### src/rtl/alu_divider_pkg.sv
// Shared definitions for the RV32M divide/remainder unit: funct3 codes and FSM states.
package alu_divider_pkg;

  localparam logic [2:0] DIV  = 3'b100;
  localparam logic [2:0] DIVU = 3'b101;
  localparam logic [2:0] REM  = 3'b110;
  localparam logic [2:0] REMU = 3'b111;

  typedef enum logic [1:0] {
    IDLE = 2'd0,
    RUN  = 2'd1,
    FIX  = 2'd2
  } state_t;

endpackage

### src/rtl/alu_divider_abs_negate.sv
// Conditional two's-complement negate, used for operand magnitude and result sign fix.
module alu_divider_abs_negate #(
  parameter int unsigned WIDTH = 32
) (
  input  logic [WIDTH-1:0] value,
  input  logic             negate,
  output logic [WIDTH-1:0] result_c
);

  assign result_c = negate ? (~value + WIDTH'(1)) : value;

endmodule

### src/rtl/alu_divider.sv
// Multi-cycle restoring divider for DIV/DIVU/REM/REMU with a start/busy/done handshake.
module alu_divider
  import alu_divider_pkg::*;
#(
  parameter int unsigned WIDTH = 32
) (
  input  logic             clk,
  input  logic             reset,
  input  logic             start,
  input  logic [3:0]       FuncCode,
  input  logic [WIDTH-1:0] A,
  input  logic [WIDTH-1:0] B,
  output logic             busy,
  output logic             done,
  output logic [WIDTH-1:0] result
);

  localparam int unsigned CNT_W = $clog2(WIDTH) + 1;
  localparam logic [WIDTH-1:0] MIN_NEG = {1'b1, {(WIDTH-1){1'b0}}};

  state_t state, next_state;

  logic [WIDTH-1:0] rem, quo, divisor;
  logic [CNT_W-1:0] cnt;
  logic             sign_q, sign_r, sel_rem;

  logic             load, step, finish, busy_d, done_d;

  // instr[30] plays no part in the divide group
  logic unused_funccode_bit3;
  assign unused_funccode_bit3 = FuncCode[3];

  logic is_div_op, is_signed, is_rem, b_zero, overflow, fast, accept, cnt_zero;
  assign is_div_op = FuncCode[2:0] inside {DIV, DIVU, REM, REMU};
  assign is_signed = (FuncCode[2:0] == DIV) || (FuncCode[2:0] == REM);
  assign is_rem    = (FuncCode[2:0] == REM) || (FuncCode[2:0] == REMU);
  assign b_zero    = (B == '0);
  assign overflow  = is_signed && (A == MIN_NEG) && (B == '1);
  assign fast      = b_zero || overflow;
  assign accept    = start && (state == IDLE) && is_div_op;
  assign cnt_zero  = (cnt == '0);

  logic [WIDTH-1:0] abs_a, abs_b, fixed_q, fixed_r;

  alu_divider_abs_negate #(.WIDTH(WIDTH)) u_abs_a (
    .value(A), .negate(is_signed && A[WIDTH-1]), .result_c(abs_a)
  );
  alu_divider_abs_negate #(.WIDTH(WIDTH)) u_abs_b (
    .value(B), .negate(is_signed && B[WIDTH-1]), .result_c(abs_b)
  );
  alu_divider_abs_negate #(.WIDTH(WIDTH)) u_fix_q (
    .value(quo), .negate(sign_q), .result_c(fixed_q)
  );
  alu_divider_abs_negate #(.WIDTH(WIDTH)) u_fix_r (
    .value(rem), .negate(sign_r), .result_c(fixed_r)
  );

  // One restoring step: partial remainder never exceeds 2*divisor, so WIDTH+1 bits suffice
  logic [WIDTH:0]   shifted;
  logic             ge;
  logic [WIDTH-1:0] sub;
  assign shifted = {rem, quo[WIDTH-1]};
  assign ge      = (shifted >= {1'b0, divisor});
  assign sub     = shifted[WIDTH-1:0] - divisor;

  always_ff @(posedge clk or posedge reset) begin
    if (reset) state <= IDLE;
    else       state <= next_state;
  end

  always_comb begin
    next_state = state;
    case (state)
      IDLE:    if (accept) next_state = fast ? FIX : RUN;
      RUN:     if (cnt_zero) next_state = FIX;
      FIX:     next_state = IDLE;
      default: next_state = IDLE;
    endcase
  end

  always_comb begin
    load   = 1'b0;
    step   = 1'b0;
    finish = 1'b0;
    case (state)
      IDLE:    load   = accept;
      RUN:     step   = 1'b1;
      FIX:     finish = 1'b1;
      default: ;
    endcase
    busy_d = (next_state != IDLE);
    done_d = finish;
  end

  always_ff @(posedge clk or posedge reset) begin
    if (reset) begin
      busy    <= 1'b0;
      done    <= 1'b0;
      result  <= '0;
      rem     <= '0;
      quo     <= '0;
      divisor <= '0;
      cnt     <= '0;
      sign_q  <= 1'b0;
      sign_r  <= 1'b0;
      sel_rem <= 1'b0;
    end else begin
      busy <= busy_d;
      done <= done_d;
      if (load) begin
        sel_rem <= is_rem;
        divisor <= abs_b;
        cnt     <= '0;
        if (b_zero) begin
          quo    <= '1;
          rem    <= A;
          sign_q <= 1'b0;
          sign_r <= 1'b0;
        end else if (overflow) begin
          quo    <= MIN_NEG;
          rem    <= '0;
          sign_q <= 1'b0;
          sign_r <= 1'b0;
        end else begin
          quo    <= abs_a;
          rem    <= '0;
          sign_q <= is_signed && (A[WIDTH-1] ^ B[WIDTH-1]);
          sign_r <= is_signed && A[WIDTH-1];
          cnt    <= CNT_W'(WIDTH - 1);
        end
      end
      if (step) begin
        rem <= ge ? sub : shifted[WIDTH-1:0];
        quo <= {quo[WIDTH-2:0], ge};
        if (!cnt_zero) cnt <= cnt - CNT_W'(1);
      end
      if (finish) result <= sel_rem ? fixed_r : fixed_q;
    end
  end

endmodule

### config.mk
export PLATFORM = sky130hd
export DESIGN_NAME = alu_divider
export DESIGN_NICKNAME = d
export VERILOG_FILES = /design/src/rtl/alu_divider_pkg.sv /design/src/rtl/alu_divider_abs_negate.sv /design/src/rtl/alu_divider.sv
export SDC_FILE = /design/constraint.sdc
export NUM_CORES = 1
export LEC_CHECK = 0
export ABC_CLOCK_PERIOD_IN_PS = 7300
export CORE_AREA = 4 4 140 142
export CTS_BUF_LIST = sky130_fd_sc_hd__clkbuf_4 sky130_fd_sc_hd__clkbuf_8
export DETAILED_ROUTE_END_ITERATION = 7
export DIE_AREA = 0 0 144 146
export GPL_TIMING_DRIVEN = 0
export PLACE_DENSITY = 0.83
export SKIP_CTS_REPAIR_TIMING = 1
export SLEW_MARGIN = 20
export SYNTH_ARGS = -nofsm -noshare
export SYNTH_HDL_FRONTEND = slang
export SYNTH_SLANG_ARGS = --single-unit
### constraint.sdc
create_clock -name clk -period 7.3 [get_ports clk]
set_input_delay 1.095 -clock clk [delete_from_list [all_inputs] [get_ports clk]]
set_output_delay 1.095 -clock clk [all_outputs]
set_load 0.05 [all_outputs]
Word-level counts from Yosys, hierarchy flattened --
Cells that the tools add are included.
Cells by class: add/sub/neg operators 6, $mul 0, div/mod/pow operators 0, magnitude comparators 1, equal/unequal tests 8, shift operators 0, mux-type cells 29, bitwise gates (word level) 5, reductions and logical operators 16
Operators by type and width (number):
- $mux W32 | 13
- $add A32 B1 Y32 const B | 4
- $not A32 Y32 | 4
- $eq A32 B32 Y1 const B | 2
- $ge A33 B32 Y1 | 1
- $logic_not A32 Y1 | 1
- $sub A32 B32 Y32 | 1
- $mux W6 | 3
- $eq A3 B3 Y1 const B | 4
- $mux W5 | 2
- $logic_and A1 B1 Y1 | 7
- $mux W1 | 7
- $logic_not A6 Y1 | 1
- $mux W2 | 3
- $sub A6 B1 Y6 const B | 1
- $pmux W2 S2 | 1
- $reduce_bool A2 Y1 | 2
- $reduce_bool A4 Y1 | 1
- $logic_or A1 B1 Y1 | 3
- $eq A2 B1 Y1 const B | 1
- $eq A2 B2 Y1 const B | 1
- $logic_not A2 Y1 | 1
- $xor A1 B1 Y1 | 1
Word-level totals: register bits after elaboration 141, latch bits 0, RAM bits 0, memory bits (read-only) 0, input port bits 71, output and inout port bits 34, word-level logic and storage cells 76, memories 0

Logic depth before layout (Yosys ltp) --
Gate-level depths: netlist of run 1.
depth after elaboration 9, gate-level depth with buffers 13, mapped depth without buffers 12

Modules after synthesis --
A second synthesis of run 1 with hierarchy kept.
Unflattened totals: cells, all modules 1418, area total of the unflattened synthesis 11693.7 µm²
Modules (own cells, without submodules):
- alu_divider | instances 1, cells an instance 1022, area an instance 8585.7 µm²
- alu_divider_abs_negate | instances 4, cells an instance 99, area an instance 777.0 µm²

Least setup slack after synthesis of run 1 --
OpenSTA, ideal clock, no wires.
kind input to register, from input port A[2], to register cnt[1], setup time 0.129 ns, data arrival time 3.318 ns, data required time 7.171 ns, setup slack 3.853 ns, stages on the path 9, cells stage by stage or4_1 nor4_1 and2_1 nand3b_2 nor3_2 buf_2 nor2_1 o21ai_0 o21ai_0
Between the ends: cells in the longest elaborated chain, start to end 8
Ends and longest elaborated chain:
- start: declaration | RTL line alu_divider.sv:11 | input logic [WIDTH-1:0] A,
- $eq A32 B32 Y1 (*) | RTL line alu_divider.sv:38 | assign overflow = is_signed && (A == MIN_NEG) && (B == '1);
- $logic_and A1 B1 Y1 (*) (2 in a row) | RTL line alu_divider.sv:38
- $mux W5 (*) | RTL line alu_divider.sv:119 | end else if (overflow) begin
- $mux W5 (*) | RTL line alu_divider.sv:114 | if (b_zero) begin
- $mux W6 (*) | RTL line alu_divider.sv:110 | if (load) begin
- $mux W6 | RTL line alu_divider.sv:135 | if (!cnt_zero) cnt <= cnt - CNT_W'(1);
- $mux W6 (*) | RTL line alu_divider.sv:132 | if (step) begin
- end signal: assignment | RTL line alu_divider.sv:129 | cnt <= CNT_W'(WIDTH - 1);
- end signal: assignment | RTL line alu_divider.sv:135
- end: declaration | RTL line alu_divider.sv:24 | logic [CNT_W-1:0] cnt;
Mark *: on every way between the ends. The rest lies on a longest branch, timed or not. A chain may end at the register's enable or synchronous reset.

Final worst setup path of run 1 --
from input port B[2], to register rem[8]
Between the ends: cells in the longest elaborated chain, start to end 4
Ends and longest elaborated chain:
- start: declaration | RTL line alu_divider.sv:12 | input logic [WIDTH-1:0] B,
- $logic_not A32 Y1 | RTL line alu_divider.sv:37 | assign b_zero = (B == '0);
- $mux W32 | RTL line alu_divider.sv:114
- $mux W32 | RTL line alu_divider.sv:110
- $mux W32 | RTL line alu_divider.sv:132
- end signal: assignment | RTL line alu_divider.sv:133 | rem <= ge ? sub : shifted[WIDTH-1:0];
- end: declaration | RTL line alu_divider.sv:23 | logic [WIDTH-1:0] rem, quo, divisor;
No other way between the ends. The select of a mux whose other input is x is not followed.

==> impl_metrics.env, run 1 <==
export IMPL_run_status="complete, no violations"
export IMPL_dieArea_mm2=0.0210
export IMPL_num_rows=50
export IMPL_hold_viol_final=0
export IMPL_max_cap_violations=0
export IMPL_ys_warn_count=0
export IMPL_drive_gt1_share_pct=4.08
export IMPL_path_cells="clkdlybuf4s50_1, nor4_1, and3b_1, clkbuf_1, nand4_1, nor3_2, clkbuf_1, a21oi_1, o22ai_1"
export IMPL_dp_cells=1746
export IMPL_p_leak_nw=5.20
export IMPL_crit_required_ps=7680
export IMPL_crit_path_max_fanout=10
export IMPL_slew_violations=0
export IMPL_dieHeight_um=146
export IMPL_numPortBuffers=102
export IMPL_pwr_share_comb_pct=63.9
export IMPL_crit_slowest_cell="nor3_2"
export IMPL_seq_area_mm2=0.00353
export IMPL_cts_buffer_depth=2
export IMPL_post_synth_top_area_fraction_pct=32.0
export IMPL_hpwl_mm=31.9
export IMPL_synth_area_per_cell_um2=7.83
export IMPL_area_growth_syn_to_layout_pct=16.1
export IMPL_coreArea_mm2=0.0185
export IMPL_synth_edff_count=0
export IMPL_worst_pin_slew_ps=1060
export IMPL_tns_ps=0
export IMPL_seq_power_share_pct=25.6
export IMPL_met3_usage_pct=9.17
export IMPL_overflow=0
export IMPL_rrSetupSlack_ps=3490
export IMPL_cts_htree_levels=4
export IMPL_ys_flop_type="dfrtp_1"
export IMPL_reg2reg_from="rem[11]$_DFFE_PP0P_"
export IMPL_worstPathArrival_ps=4950
export IMPL_p_per_area_mw_per_mm2=516
export IMPL_drtPass1Iterations=5
export IMPL_critPathMaxStageDelay_ps=710
export IMPL_yosysSeqAreaShare_pct=32.0
export IMPL_clock_sinks=141
export IMPL_pwr_share_clk_pct=10.5
export IMPL_synth_cell_types=73
export IMPL_hold_class="reg -> reg"
export IMPL_syn_inst=1409
export IMPL_drt_vias_per_instance=6.49
export IMPL_worstSetupEndpointType="flip-flop"
export IMPL_cts_made_buffers=17
export IMPL_nets=1642
export IMPL_grtUsageMet2_pct=60.1
export IMPL_startpoint_type="input port"
export IMPL_synthTopCellsByArea="dfrtp_1, nand2_1, o21ai_0"
export IMPL_vdd_drop_max_uv=231
export IMPL_cts_clk_slew_worst_paths_ps=90
export IMPL_syn_cell_area_mm2=0.0110
export IMPL_multi_input_area_mm2=0.00696
export IMPL_p_sw_mw=3.50
export IMPL_synth_area_leader_cell="dfrtp_1"
export IMPL_layout_min_cycle_time_ps=4560
export IMPL_synth_seq_cells=141
export IMPL_crit_type="in -> reg"
export IMPL_drtIter0Drc=1390
export IMPL_grt_use_met1_pct=46.2
export IMPL_insertion_delay_ps=470
export IMPL_grt_pass1_vias=11200
export IMPL_crit_top_cell="clkbuf_1"
export IMPL_antenna_cells=0
export IMPL_hold_depth=2
export IMPL_wire_per_inst_um=22.6
export IMPL_grt_busiest_layer="met2"
export IMPL_dr_total_vias=11500
export IMPL_cts_root_buf="clkbuf_8"
export IMPL_p_sw_share_pct=52.9
export IMPL_gp_congestion=1.08
export IMPL_start_util_pct=59.8
export IMPL_relSlewSlack_pct=28.4
export IMPL_hold_end="divisor[8]$_DFFE_PP0P_"
export IMPL_fmax_ghz=0.219
export IMPL_cellInternalPower_mw=3.11
export IMPL_postRouteAntennaNets=0
export IMPL_grt_pass1_wl_mm=61.9
export IMPL_routed_wirelength_mm=40.2
export IMPL_min_delay_start="divisor[8]$_DFFE_PP0P_"
export IMPL_grt_setup_unrepaired="false"
export IMPL_fillers=1605
export IMPL_die_width_um=144
export IMPL_fin_skew_ps=13.2
export IMPL_final_instance_count_excl_fill=1778
export IMPL_drc=0
export IMPL_syn_nets=1520
export IMPL_r2r_end="rem[24]$_DFFE_PP0P_"
export IMPL_setup_viol=0
export IMPL_cts_tree="yes"
export IMPL_async_reset_ff_share_pct=100
export IMPL_grt_max_degree=99
export IMPL_r2r_cells=10
export IMPL_grtUsageTotal_pct=38.2
export IMPL_fin_crit_sh_pct=62.5
export IMPL_io_pins=105
export IMPL_antenna_found_initial=0
[worst max-delay path, delay by kind of cell]
family / cells / cell delay, ps
simple gates: 4 / 2110
buf+inv: 3 / 1300
compound gates: 2 / 420
[registers in the layout (all words and copies together) (netlist names)]
register and cells:
sign_r 1, quo 32, sign_q 1, result 32, busy 1, sel_rem 1, rem 32, done 1
state 2, cnt 6, divisor 32
[power groups by stage]
stage	Combinational (mW)	Sequential [mW]	Clock, mW
after global placement	4.05	1.64	0
after floorplan	2.74	1.74	0
after global routing	4.60	1.71	0.724
after CTS	4.14	1.65	0.694
final	4.23	1.69	0.696
after detailed placement	4.12	1.67	0
[layer usage]
layer  part of all wire [%]  vias to the layer above
li1                       -                     5307
met3                     10                      187
met2                     45                      676
met1                     36                     5376
met4                    8.1                        0
met5                      0                        -
[metrics by stage]
stage               worst slack, ps  util, %  total power, mW  area, µm²  hold slack, ps
floorplan                      2420        -             4.48      11000             450
global placement                585     66.9             5.69      12300             461
detailed placement             2440     67.1             5.79      12400             469
CTS                            2910     69.4             6.49      12800             488
global route                   2550     69.4             7.04      12800             497
finish                         2740     69.4             6.61      12800             481
[area by class of cell]
class | count | area share (%)
well taps | 234 | 2.29
clock buffers | 20 | 2.05
repair buffers | 103 | 8.19
flip-flops and latches | 141 | 27.5
inverters | 61 | 1.85
clock inverters | 12 | 1.27
plain buffers | 79 | 2.50
multi-input cells | 1128 | 54.3
[cells in the mapped netlist (3+ instances only)]
cell,instances
o31ai_1,32
a211oi_1,14
nor2_1,78
xor2_1,71
or3_1,6
ha_1,39
buf_1,5
o21ai_1,4
nor3_1,30
dfrtp_1,141
o21ai_0,160
xnor2_1,70
and4_1,3
a32oi_1,7
o221ai_1,9
nand2_1,222
or4_1,13
o41ai_1,12
a211o_1,3
nand4_1,16
o21bai_1,6
o211ai_1,8
mux2_2,4
clkbuf_1,67
o21a_1,8
a21oi_1,98
o211a_1,3
mux2i_1,12
a21o_1,14
and2_1,11
a21boi_0,4
o22ai_1,12
and3_1,19
a31oi_1,28
inv_1,59
nand3_1,32
buf_2,4
nor4_1,15
nand2b_1,14
nor3b_1,4
nor2b_1,5
[cell usage in the layout, fill, tap and decap left out, types with 15 or more instances in the layout]
cell,count
clkbuf_8,18
nor2_1,78
xnor2_1,70
nand4_1,16
clkdlybuf4s50_1,102
o21ai_0,160
a21oi_1,98
clkbuf_1,67
dfrtp_1,141
ha_1,39
xor2_1,71
inv_1,58
nand2_1,222
nand3_1,32
a31oi_1,28
o31ai_1,32
nor3_1,30
nor4_1,15
and3_1,19
[cells by family (layout without fill, tap and decap cells)]
group                      Yosys count  after routing  share of synthesized area [%]
muxes                               16             16                           1.50
buffers and inverters              140            275                           4.98
and+or+nand+nor                    490            490                           21.2
xor gates and xnor gates           141            141                           11.2
DFF                                141            141                           32.0
AOI/OAI and AO/OA                  441            441                           24.6
adders and majority gates           40             40                           4.60
[how the worst max path moves through the flow]
stage | startpoint | to | slack (ps)
2_1_floorplan | reset | busy$_DFF_PP0_ | 2420
3_3_place_gp | reset | rem[8]$_DFFE_PP0P_ | 580
3_5_place_dp | B[2] | rem[15]$_DFFE_PP0P_ | 2440
4_1_cts | B[2] | rem[15]$_DFFE_PP0P_ | 2910
5_1_grt | B[2] | rem[10]$_DFFE_PP0P_ | 2550
6_report | B[2] | rem[8]$_DFFE_PP0P_ | 2740
(Power assumes the default switching activity.)
==> run 2: changes to the inputs <==
Settings changed: ABC_CLOCK_PERIOD_IN_PS 7300 to 3990, CORE_AREA 4 4 140 142 to 4 4 147 149, DIE_AREA 0 0 144 146 to 0 0 151 153, PLACE_DENSITY 0.83 to 0.79.
Clock period 7.3 ns to 3.99 ns, I/O delays scaled along.
==> run 2 against run 1 <==
Design area is 0.98% higher. Highest routed layer unchanged. Setup slack got worse by 2600 ps. Critical path type unchanged. Largest cell class unchanged. Die area is 9.9% higher. First-iteration DRC count shrank 23%. Sequential share of layout area is 0.27 points lower. Critical path depth grew 1.
==> impl_metrics.env, run 2 (synthesis gave the netlist of run 1 again) <==
export IMPL_drtPass1Iterations=6
export IMPL_max_cap_violations=0
export IMPL_gp_congestion=1.01
export IMPL_io_pins=105
export IMPL_fin_skew_ps=14.2
export IMPL_area_growth_syn_to_layout_pct=17.2
export IMPL_nets=1648
export IMPL_coreArea_mm2=0.0202
export IMPL_wire_per_inst_um=20.4
export IMPL_drt_vias_per_instance=6.22
export IMPL_p_leak_nw=5.24
export IMPL_worst_pin_slew_ps=1190
export IMPL_cts_htree_levels=4
export IMPL_grt_max_degree=37
export IMPL_fillers=1844
export IMPL_drtIter0Drc=1073
export IMPL_num_rows=52
export IMPL_die_width_um=151
export IMPL_crit_type="in -> reg"
export IMPL_slew_violations=0
export IMPL_drive_gt1_share_pct=4.71
export IMPL_worstSetupEndpointType="flip-flop"
export IMPL_crit_top_cell="o21ai_0"
export IMPL_place_ws_ps=-431
export IMPL_run_status="complete, no violations"
export IMPL_drc=0
export IMPL_numPortBuffers=102
export IMPL_dieHeight_um=153
export IMPL_postRouteAntennaNets=0
export IMPL_dieArea_mm2=0.0231
export IMPL_power_mw=11.8
export IMPL_start_util_pct=54.7
export IMPL_pwr_share_clk_pct=10.0
export IMPL_p_sw_mw=6.09
export IMPL_fin_crit_sh_pct=97.3
export IMPL_antenna_cells=0
export IMPL_hold_class="in -> async"
export IMPL_clock_sinks=141
export IMPL_grtUsageTotal_pct=31.9
export IMPL_seq_power_share_pct=26.1
export IMPL_crit_path_max_fanout=10
export IMPL_overflow=0
export IMPL_startpoint_type="input port"
export IMPL_p_sw_share_pct=51.8
export IMPL_dr_total_vias=11300
export IMPL_grt_pass1_vias=10800
export IMPL_hpwl_mm=30.0
export IMPL_cts_tree="yes"
export IMPL_cts_made_buffers=17
export IMPL_setup_viol=0
export IMPL_path_cells="clkdlybuf4s50_1, or4_1, nor3_1, and2_1, nand3b_2, nor3_2, buf_2, nor2_1, o21ai_0, o21ai_0"
export IMPL_antenna_found_initial=0
export IMPL_relSlewSlack_pct=20.1
export IMPL_crit_slowest_cell="or4_1"
export IMPL_finalHoldWorstSlack_ps=474
export IMPL_final_cell_mix="nand2_1, o21ai_0, dfrtp_1"
export IMPL_p_per_area_mw_per_mm2=910
export IMPL_cts_root_buf="clkbuf_8"
export IMPL_routed_wirelength_mm=37.1
export IMPL_worstPathArrival_ps=4220
export IMPL_hold_viol_final=0
export IMPL_grt_pass1_wl_mm=57.8
export IMPL_layout_min_cycle_time_ps=3880
export IMPL_crit_required_ps=4330
export IMPL_final_common_cell="nand2_1"
export IMPL_cts_clk_slew_worst_paths_ps=80
export IMPL_critPathMaxStageDelay_ps=590
export IMPL_setup_ws_ps=108
export IMPL_pwr_share_comb_pct=63.9
export IMPL_fmax_ghz=0.258
export IMPL_insertion_delay_ps=460
export IMPL_cts_buffer_depth=2
export IMPL_cellInternalPower_mw=5.67
export IMPL_final_util_pct=64.1
export IMPL_vdd_drop_max_uv=372
run 2: cell types whose count changed in the layout (fill, tap and decap cells not counted), sizes merged:
cell	delta
clkinv	+2
bufinv	-1
buf	+6
inv	-3
clkbuf	+2
run 2: layout make-up:
class | instances | area, µm² | share of cell area (%)
Timing Repair Buffer | 109 | 1120 | 8.69
Clock inverter | 10 | 114 | 0.880
Clock buffer | 22 | 290 | 2.24
Inverter | 61 | 233 | 1.80
Buffer | 79 | 320 | 2.48
Multi-Input combinational cell | 1128 | 6990 | 54.0
Tap cell | 270 | 338 | 2.61
Sequential cell | 141 | 3530 | 27.3
run 2: worst paths after layout:
path                                          end  slack [ps]              startpoint  cells past startpoint
min in group clk           result[16]$_DFFE_PP0P_         480  result[16]$_DFFE_PP0P_                      2
min reg2reg                result[16]$_DFFE_PP0P_         480  result[16]$_DFFE_PP0P_                      2
min                        result[21]$_DFFE_PP0P_         470                   reset                      2
max in group asynchronous     rem[11]$_DFFE_PP0P_        2780                   reset                      4
max reg2reg                   rem[24]$_DFFE_PP0P_         320     rem[11]$_DFFE_PP0P_                     10
max                              cnt[1]$_DFF_PP0_         110                    A[8]                     10
run 2: critical path, delay by kind of cell:
family	cells	cell delay, ps
and+or+nand+nor	6	2380
buffers and inverters	2	910
AOI/OAI and AO/OA	2	320
run 2: power by group through the flow:
stage | sequential (mW) | clock, mW | combinational [mW]
final | 3.07 | 1.18 | 7.51
after global routing | 3.14 | 1.26 | 8.24
after CTS | 3.02 | 1.18 | 7.38
after detailed placement | 3.05 | 0 | 7.34
after global placement | 3.00 | 0 | 7.20
after floorplan | 3.18 | 0 | 5.01
run 2: metrics by stage:
stage               instance area [µm²]  TNS [ps]  instances
floorplan                         11000         0       1409
global placement                  12400     -9570       1781
detailed placement                12500    -10140       1785
CTS                               12900         0       1817
global route                      12900     -1.81       1820
finish                            12900         0       1820
run 2: per-layer routing:
metal	vias up	global-route usage (%)	wire (µm)
li1	5330	-	-
met1	5234	39.0	14300
met2	586	53.0	17400
met3	165	6.07	3200
met4	0	16.8	2180
met5	-	0	0
